### src/rtl/tp_entrada_nota_pkg.sv
// Shared definitions for the note entry path: debounce states and note codes.
// Also reused by the note classifier.
package tp_entrada_nota_pkg;

  typedef enum logic [1:0] {
    IDLE,
    PRESS_WAIT,
    HELD,
    RELEASE_WAIT
  } deb_state_t;

  localparam logic [2:0] NOTA_X   = 3'b000;
  localparam logic [2:0] NOTA_DO  = 3'b001;
  localparam logic [2:0] NOTA_RE  = 3'b010;
  localparam logic [2:0] NOTA_MI  = 3'b011;
  localparam logic [2:0] NOTA_FA  = 3'b100;
  localparam logic [2:0] NOTA_SOL = 3'b101;
  localparam logic [2:0] NOTA_LA  = 3'b110;
  localparam logic [2:0] NOTA_SI  = 3'b111;

  localparam int LONGPRESS_MULT = 8;

  function automatic logic [2:0] sat_inc3(
    input logic [2:0] v,
    input logic [2:0] max
  );
    return (v >= max) ? v : v + 3'd1;
  endfunction

endpackage

### src/rtl/tp_entrada_nota_sincronizador.sv
// tp_sincronizador: STAGES-deep flop chain bringing W asynchronous bits
// into the clk domain.
module tp_sincronizador #(
  parameter int W      = 1,
  parameter int STAGES = 2
) (
  input  logic         clk,
  input  logic         reset,
  input  logic [W-1:0] d,
  output logic [W-1:0] q
);

  logic [STAGES-1:0][W-1:0] ff;

  always_ff @(posedge clk or negedge reset) begin
    if (!reset) begin
      ff <= '0;
    end else begin
      ff <= {ff[STAGES-2:0], d};
    end
  end

  assign q = ff[STAGES-1];

endmodule

### src/rtl/tp_entrada_nota.sv
// Note entry stage: sync + debounce of OK button and note/tone switches.
// Optional long-press clear enabled by TP_ENTRADA_LONGPRESS_CLEAR_EN.
module tp_entrada_nota
  import tp_entrada_nota_pkg::*;
#(
  parameter int DEBOUNCE_CYCLES = 16,
  parameter int SYNC_STAGES     = 2,
  parameter int MAX_NOTES       = 4
) (
  input  logic       clk,
  input  logic       reset,
  input  logic       btn_ok_raw,
  input  logic       sw_tom_raw,
  input  logic [2:0] sw_nota_raw,
  input  logic       fim,
  output logic       ok,
  output logic       tom,
  output logic [2:0] nota,
  output logic [2:0] note_cnt,
  output logic       dropped
`ifdef TP_ENTRADA_LONGPRESS_CLEAR_EN
  ,
  output logic       clr
`endif
);

  localparam int CW = $clog2(DEBOUNCE_CYCLES + 1);
  localparam logic [CW-1:0] CNT_TERM = CW'(DEBOUNCE_CYCLES);
  localparam logic [CW-1:0] CNT_CONF = CW'(DEBOUNCE_CYCLES - 1);
  localparam logic [2:0] NMAX = 3'(MAX_NOTES);

  logic       btn_s;
  logic       tom_s;
  logic [2:0] nota_s;

  tp_sincronizador #(
    .W      (5),
    .STAGES (SYNC_STAGES)
  ) u_sync (
    .clk   (clk),
    .reset (reset),
    .d     ({btn_ok_raw, sw_tom_raw, sw_nota_raw}),
    .q     ({btn_s, tom_s, nota_s})
  );

  deb_state_t    state, state_nxt;
  logic [CW-1:0] cnt, cnt_nxt, cnt_inc;
  logic          confirm;

  always_ff @(posedge clk or negedge reset) begin
    if (!reset) begin
      state <= IDLE;
      cnt   <= '0;
    end else begin
      state <= state_nxt;
      cnt   <= cnt_nxt;
    end
  end

  // The current cycle counts toward the stable run, so compare cnt+1.
  always_comb begin
    state_nxt = state;
    cnt_nxt   = cnt;
    confirm   = 1'b0;
    cnt_inc   = (cnt == CNT_TERM) ? cnt : cnt + 1'b1;
    unique case (state)
      IDLE: begin
        if (btn_s) begin
          state_nxt = PRESS_WAIT;
          cnt_nxt   = '0;
        end
      end
      PRESS_WAIT: begin
        if (!btn_s) begin
          state_nxt = IDLE;
          cnt_nxt   = '0;
        end else if (cnt_inc >= CNT_CONF) begin
          state_nxt = HELD;
          cnt_nxt   = '0;
          confirm   = 1'b1;
        end else begin
          cnt_nxt = cnt_inc;
        end
      end
      HELD: begin
        if (!btn_s) begin
          state_nxt = RELEASE_WAIT;
          cnt_nxt   = '0;
        end
      end
      RELEASE_WAIT: begin
        if (btn_s) begin
          state_nxt = HELD;
          cnt_nxt   = '0;
        end else if (cnt_inc >= CNT_CONF) begin
          state_nxt = IDLE;
          cnt_nxt   = '0;
        end else begin
          cnt_nxt = cnt_inc;
        end
      end
      default: begin
        state_nxt = IDLE;
        cnt_nxt   = '0;
      end
    endcase
  end

`ifdef TP_ENTRADA_LONGPRESS_CLEAR_EN
  localparam int LP_N = LONGPRESS_MULT * DEBOUNCE_CYCLES;
  localparam int LW   = $clog2(LP_N + 1);
  localparam logic [LW-1:0] LP_TERM = LW'(LP_N);
  localparam logic [LW-1:0] LP_FIRE = LW'(LP_N - 1);

  logic [LW-1:0] lp_cnt;
  logic          stay_held;
  logic          lp_fire;

  assign stay_held = (state == HELD) && (state_nxt == HELD);
  assign lp_fire   = stay_held && (lp_cnt == LP_FIRE);

  // Saturates at LP_TERM so the clear fires only once per hold.
  always_ff @(posedge clk or negedge reset) begin
    if (!reset) begin
      lp_cnt <= '0;
    end else if (stay_held) begin
      if (lp_cnt != LP_TERM) lp_cnt <= lp_cnt + 1'b1;
    end else begin
      lp_cnt <= '0;
    end
  end

  always_ff @(posedge clk or negedge reset) begin
    if (!reset) begin
      clr <= 1'b0;
    end else begin
      clr <= lp_fire;
    end
  end
`else
  logic lp_fire;
  assign lp_fire = 1'b0;
`endif

  always_ff @(posedge clk or negedge reset) begin
    if (!reset) begin
      ok       <= 1'b0;
      tom      <= 1'b0;
      nota     <= NOTA_X;
      note_cnt <= '0;
      dropped  <= 1'b0;
    end else begin
      ok <= confirm && !fim;
      if (confirm) begin
        if (!fim) begin
          tom      <= tom_s;
          nota     <= nota_s;
          note_cnt <= sat_inc3(note_cnt, NMAX);
        end else begin
          dropped <= 1'b1;
        end
      end
      if (lp_fire) note_cnt <= '0;
    end
  end

endmodule

### config.mk
export PLATFORM = sky130hd
export DESIGN_NAME = tp_entrada_nota
export DESIGN_NICKNAME = d
export VERILOG_FILES = /design/src/rtl/tp_entrada_nota_pkg.sv /design/src/rtl/tp_entrada_nota_sincronizador.sv /design/src/rtl/tp_entrada_nota.sv
export SDC_FILE = /design/constraint.sdc
export NUM_CORES = 1
export LEC_CHECK = 0
export ABC_CLOCK_PERIOD_IN_PS = 2300
export CORE_UTILIZATION = 43
export CTS_CLUSTER_SIZE = 30
export DETAILED_ROUTE_END_ITERATION = 7
export GPL_TIMING_DRIVEN = 1
export PLACE_DENSITY = 0.65
export SYNTH_ARGS = -nofsm -noshare
export SYNTH_HDL_FRONTEND = slang
export SYNTH_SLANG_ARGS = --single-unit
### constraint.sdc
create_clock -name clk -period 2.3 [get_ports clk]
set_clock_uncertainty 0.1 [all_clocks]
set_input_delay 0.46 -clock clk [delete_from_list [all_inputs] [get_ports clk]]
set_output_delay 0.46 -clock clk [all_outputs]
set_load 0.05 [all_outputs]
==> out/results.ini, run 1 <==
[outcome]
outcome = completed

[cts]
clkSlewWorstSetupHoldPaths_ns = 0.13
clock_path_buffers = 2
clk_latency_ns = 0.31
postCtsResizedCells = 0
clock-root-buffer = clkbuf_4
postCtsHoldBufs = 0
htreeDepth = 1
numCtsBuffers = 3
cts_tree = yes
clock-sinks = 26
post_cts_buffers = 0

[floorplan]
chipWidth_um = 52.1
initial_core_util = 0.471
die_h_um = 52.1
core_sq_um = 2300
io_pins = 17
dieArea_sq_um = 2720
num_rows = 17

[sta]
slew_violations = 0
relSlewSlack = 0.663
hold_violations = 0
fmax_mhz = 460
min_period_ns = 2.17
setup-violations-final = 0
grt_setup_unrepaired = no
tns_ns = 0
period_share = 0.944
tightest_slew_ns = 0.504

[global_routing]
gr-usage-all-layers = 0.148
grt_max_degree = 27
antenna_found_initial = 0
grt_pass1_vias = 662
grt-ovfl-total = 0
grt_pass1_wl_um = 2880

[placement]
place_area_sq_um = 1280
portBuffers = 16
dp_hpwl_um = 1260
gp_congestion = 0.755

[pwr]
ir_worst_vdd_v = 0.000507
cellPowerDensity_nw_per_um2 = 623
leakage_nw = 0.623

[layout]
layout-drive-gt1-share = 0.162
synthToLayoutAreaGrowth_pct = 23.6
fin_nets = 112
postLayoutCellArea_sq_um = 1340
n_antenna_cell = 0

[drt]
drt_iter0_drc = 6
drt-pass1-iter-count = 2
drc_errors = 0
via_per_inst = 5.10
drtAntennaViolNets = 0
routed_wl_um = 1740
routedWlPerCell_um = 13.7
vias = 648

[critical_path]
cp_max_fo = 6
cp.required_ns = 2.41
arrival_ns = 2.28
endpoint_kind = register
r2r-start = cnt[0]$_DFFE_PN0P_
startpoint_type = register
setup.worst_path.class = register to register
worst_setup_path_startpoint = cnt[0]$_DFFE_PN0P_

[synth]
synthFlopType = dfrtp_1
synth_edf_count = 0
yosysTopAreaCellShare = 0.602
ys_seq_area_frac = 0.602
synthArstFlopShare = 1.00
synth_area_leader_cell = dfrtp_1
syn_area_per_cell_sq_um = 13.9
synth_cells = 78
synth-seq-cells = 26
ys_top_cells_by_area = dfrtp_1 (60%), mux2_4 (5.6%), ha_1 (4.6%)
yosysMostFrequentCell = dfrtp_1
yosysWarnings = 0
synth_nets = 90
netlist_area_sq_um = 1080
synth_cell_types = 31

[flow_run]
drv_cap = 0

[worst_hold_path]
hold_start = u_sync.ff[3]$_DFF_PN0_
hp-class = register to register

[cell usage in the layout, fill, tap and decap left out, types with 2 or more instances in the layout]
| cell | netlist | routed |
|---|---|---|
| clkbuf_4 | 0 | 3 |
| a22o_1 | 2 | 2 |
| nand3_1 | 2 | 2 |
| buf_4 | 0 | 2 |
| xnor2_1 | 2 | 2 |
| nand2b_1 | 2 | 2 |
| nand2_1 | 4 | 4 |
| xor2_1 | 2 | 2 |
| clkdlybuf4s50_1 | 0 | 16 |
| mux2_4 | 4 | 4 |
| dfrtp_1 | 26 | 25 |
| ha_1 | 4 | 3 |
| and2_1 | 2 | 2 |
| nor2_1 | 4 | 4 |
| o31ai_1 | 2 | 2 |
| inv_1 | 4 | 4 |
[sequential cells by signal, indices dropped and copies added, names as in the netlist, named ones only]
name / cells
cnt: 5
note_cnt: 3
u_sync.q: 5
state: 1
tom: 1
ok: 1
dropped: 1
nota: 3
u_sync.ff: 5
[per-stage QoR]
stage	cells	utilization	setup slack, ns	hold WS, ns	power, mW
after floorplan	78	-	0.117	0.0644	0.507
after global placement	123	0.557	0.118	0.232	0.537
after detailed placement	123	0.557	0.0389	0.236	0.539
after CTS	127	0.580	0.0247	0.268	0.845
after global routing	127	0.582	0.0413	0.275	0.868
final	127	0.582	0.128	0.265	0.833
[where the power goes]
part | leakage (nW) | switching [mW] | total [mW] | internal (mW)
combinational | 0.266 | 0.0264 | 0.0507 | 0.0243
clock | 0.0279 | 0.127 | 0.304 | 0.176
sequential | 0.330 | 0.00860 | 0.479 | 0.470
[layout make-up]
type	count	area [sq um]
clock buffer	3	22.5
clock inverter	1	30.0
fill	202	961
inverter	4	15.0
multi-input combinational	47	407
sequential	26	652
tap	28	35.0
timing repair buffer	18	175
[routing by layer]
| layer | GRT usage | routed length, um | vias to the layer above |
|---|---|---|---|
| li1 | - | - | 318 |
| met5 | 0 | 0 | - |
| met1 | 0.192 | 778 | 319 |
| met2 | 0.239 | 899 | 9 |
| met3 | 0.0351 | 45 | 2 |
| met4 | 0.0526 | 14 | 0 |
[cells by family (layout without fill, tap and decap cells)]
family / Yosys count / after routing / share of synthesized area
flops: 26 / 26 / 0.602
fa+ha+maj: 4 / 4 / 0.0463
simple gates: 23 / 23 / 0.134
mux: 7 / 7 / 0.0856
buf+inv: 5 / 26 / 0.0243
compound gates: 9 / 9 / 0.0752
xor+xnor: 4 / 4 / 0.0324
[final timing paths]
kind / to / slack, ns / cells after the start
max: note_cnt[1]$_DFFE_PN0P_ / 0.13 / 7
max reg2reg: note_cnt[1]$_DFFE_PN0P_ / 0.13 / 7
min: u_sync.q[3]$_DFF_PN0_ / 0.26 / 0
min reg2reg: u_sync.q[3]$_DFF_PN0_ / 0.26 / 0
max in group asynchronous: cnt[1]$_DFFE_PN0P_ / 1.46 / 2
min in group asynchronous: u_sync.ff[4]$_DFF_PN0_ / 0.38 / 2
[worst max-delay path: stages, from the launching register on]
cell and delay [ns]:
dfrtp_1 0.43, inv_1 0.08, ha_1 0.19, and4bb_1 0.20, mux2i_1 0.13, o311a_4 0.39
and4b_1 0.23, mux2_1 0.31
Power figures use the tool's default switching activity.
==> run 2: changes to the inputs <==
GPL_ROUTABILITY_DRIVEN = 1   (was unset)
==> results of run 2 <==
Same layout as run 1: the final DEF is identical, and so are final timing and power.
==> run 3: changes to the inputs <==
CORE_MARGIN = 8   (was unset)
==> run 3 against run 2 <==
Compared with the run above: setup slack got worse by 0.021 ns; sequential share of layout area shrank 0.091 points; fmax down 0.94%; count of clock-buffer cells in the layout did not move; via count stayed put; register-to-register slack lost 0.02 ns; combinational power down 1%; final area is 0.19% higher; total power fell by 0.44%; global-route usage is 5.9 points lower; critical path type unchanged; highest routed layer unchanged.
==> out/results.ini, run 3 (synthesis results as in run 1) <==
[critical_path]
startpoint_type = register
worstReg2RegEnd = note_cnt[1]$_DFFE_PN0P_
endpoint_kind = register
r2r_cells = 7
cp_max_fo = 6
arrival_ns = 2.30
setup.worst_path.class = register to register
r2r-start = cnt[0]$_DFFE_PN0P_
ff2ff_setup_slack_ns = 0.11
cp.required_ns = 2.41

[drt]
vias = 648
drt_iter0_drc = 9
drtAntennaViolNets = 0
wl_met1_um = 687
routedWlPerCell_um = 12.9
via_per_inst = 5.02
highest_layer = met4
routed_wl_um = 1660
drt-pass1-iter-count = 5
routed-wl-met2_um = 825
drc_errors = 0
wl_met3_um = 97

[floorplan]
io_pins = 17
initial_core_util = 0.444
die_h_um = 66.1
core_sq_um = 2430
dieArea_sq_um = 4370
num_rows = 18
chipWidth_um = 66.1

[global_routing]
antenna_found_initial = 0
gr-usage-all-layers = 0.0883
grt_max_degree = 27
grt_pass1_vias = 683
grt-ovfl-total = 0
grt_pass1_wl_um = 2960

[worst_hold_path]
hold_start = u_sync.ff[3]$_DFF_PN0_
hp-class = register to register
hold_path_depth = 0
hold_end = u_sync.q[3]$_DFF_PN0_

[sta]
slew_violations = 0
min_period_ns = 2.19
setup-violations-final = 0
grt_setup_unrepaired = no
relSlewSlack = 0.662
hold_violations = 0
period_share = 0.953
tightest_slew_ns = 0.505
tns_ns = 0
fmax_mhz = 456

[cts]
post_cts_buffers = 0
clock-sinks = 26
clkSlewWorstSetupHoldPaths_ns = 0.13
clock-root-buffer = clkbuf_4
htreeDepth = 1
clk_latency_ns = 0.31
cts_tree = yes
clock_path_buffers = 2
numCtsBuffers = 3
postCtsResizedCells = 0
postCtsHoldBufs = 0

[layout]
layout-drive-gt1-share = 0.162
most-common-layout-cells = dfrtp_1 (25), clkdlybuf4s50_1 (16)
final_common_cell = dfrtp_1
fillerInstances = 212
n_antenna_cell = 0
multi_input_comb_area_sq_um = 407
fin_util = 0.550
fin_nets = 112
synthToLayoutAreaGrowth_pct = 23.8
register_area_sq_um = 652

[pwr]
leakage_nw = 0.623
ir_worst_vdd_v = 0.000499
cellPowerDensity_nw_per_um2 = 620

[flow_run]
drv_cap = 0

[placement]
dp_hpwl_um = 1250
portBuffers = 16
gp_congestion = 0.738

[outcome]
outcome = completed

[run 3: cell counts in the layout (fill, tap and decap cells not counted)]
No cell type changed its count.
[run 3: worst max path at each step]
stage,from,endpoint,slack (ns),cells after the start
3_5_place_dp,cnt[1]$_DFFE_PN0P_,note_cnt[1]$_DFFE_PN0P_,0.05,6
5_1_grt,cnt[0]$_DFFE_PN0P_,note_cnt[1]$_DFFE_PN0P_,0.01,6
3_3_place_gp,cnt[1]$_DFFE_PN0P_,tom$_DFFE_PN0P_,0.15,6
6_report,cnt[0]$_DFFE_PN0P_,note_cnt[1]$_DFFE_PN0P_,0.11,7
4_1_cts,cnt[1]$_DFFE_PN0P_,note_cnt[1]$_DFFE_PN0P_,0.04,6
2_1_floorplan,cnt[0]$_DFFE_PN0P_,nota[0]$_DFFE_PN0P_,0.12,8
[run 3: through the flow]
step / total power [mW] / cell area [sq um] / hold slack, ns / cells / setup slack [ns]
2_1_floorplan: 0.507 / 1080 / 0.0644 / 78 / 0.117
3_5_place_dp: 0.539 / 1280 / 0.237 / 125 / 0.0509
4_1_cts: 0.844 / 1340 / 0.269 / 129 / 0.0360
6_report: 0.829 / 1340 / 0.264 / 129 / 0.107
5_1_grt: 0.868 / 1340 / 0.285 / 129 / 0.0125
3_3_place_gp: 0.537 / 1280 / 0.234 / 125 / 0.146
[run 3: per-layer routing]
metal  vias to the layer above  global-route usage
li1                        314                   -
met1                       315              0.0939
met2                        14               0.142
met3                         5              0.0305
met4                         0              0.0640
met5                         -                   0
[run 3: critical path: stages (launching register included)]
cell and delay (ns):
dfrtp_1 0.44, inv_1 0.09, ha_1 0.20, and4bb_1 0.21, mux2i_1 0.13, o311a_4 0.39, and4b_1 0.23, mux2_1 0.32
[run 3: cell type report]
cell class,count,area share
flip-flops and latches,26,0.487
multi-input cells,47,0.304
repair buffers,18,0.131
well taps,30,0.0280
clock inverters,1,0.0224
clock buffers,3,0.0168
inverters,4,0.0112
[run 3: power breakdown]
group	total, mW	internal, mW	switching [mW]
Sequential	0.479	0.470	0.00903
Combinational	0.0502	0.0245	0.0256
Clock	0.300	0.176	0.124
Total	0.829	0.671	0.158
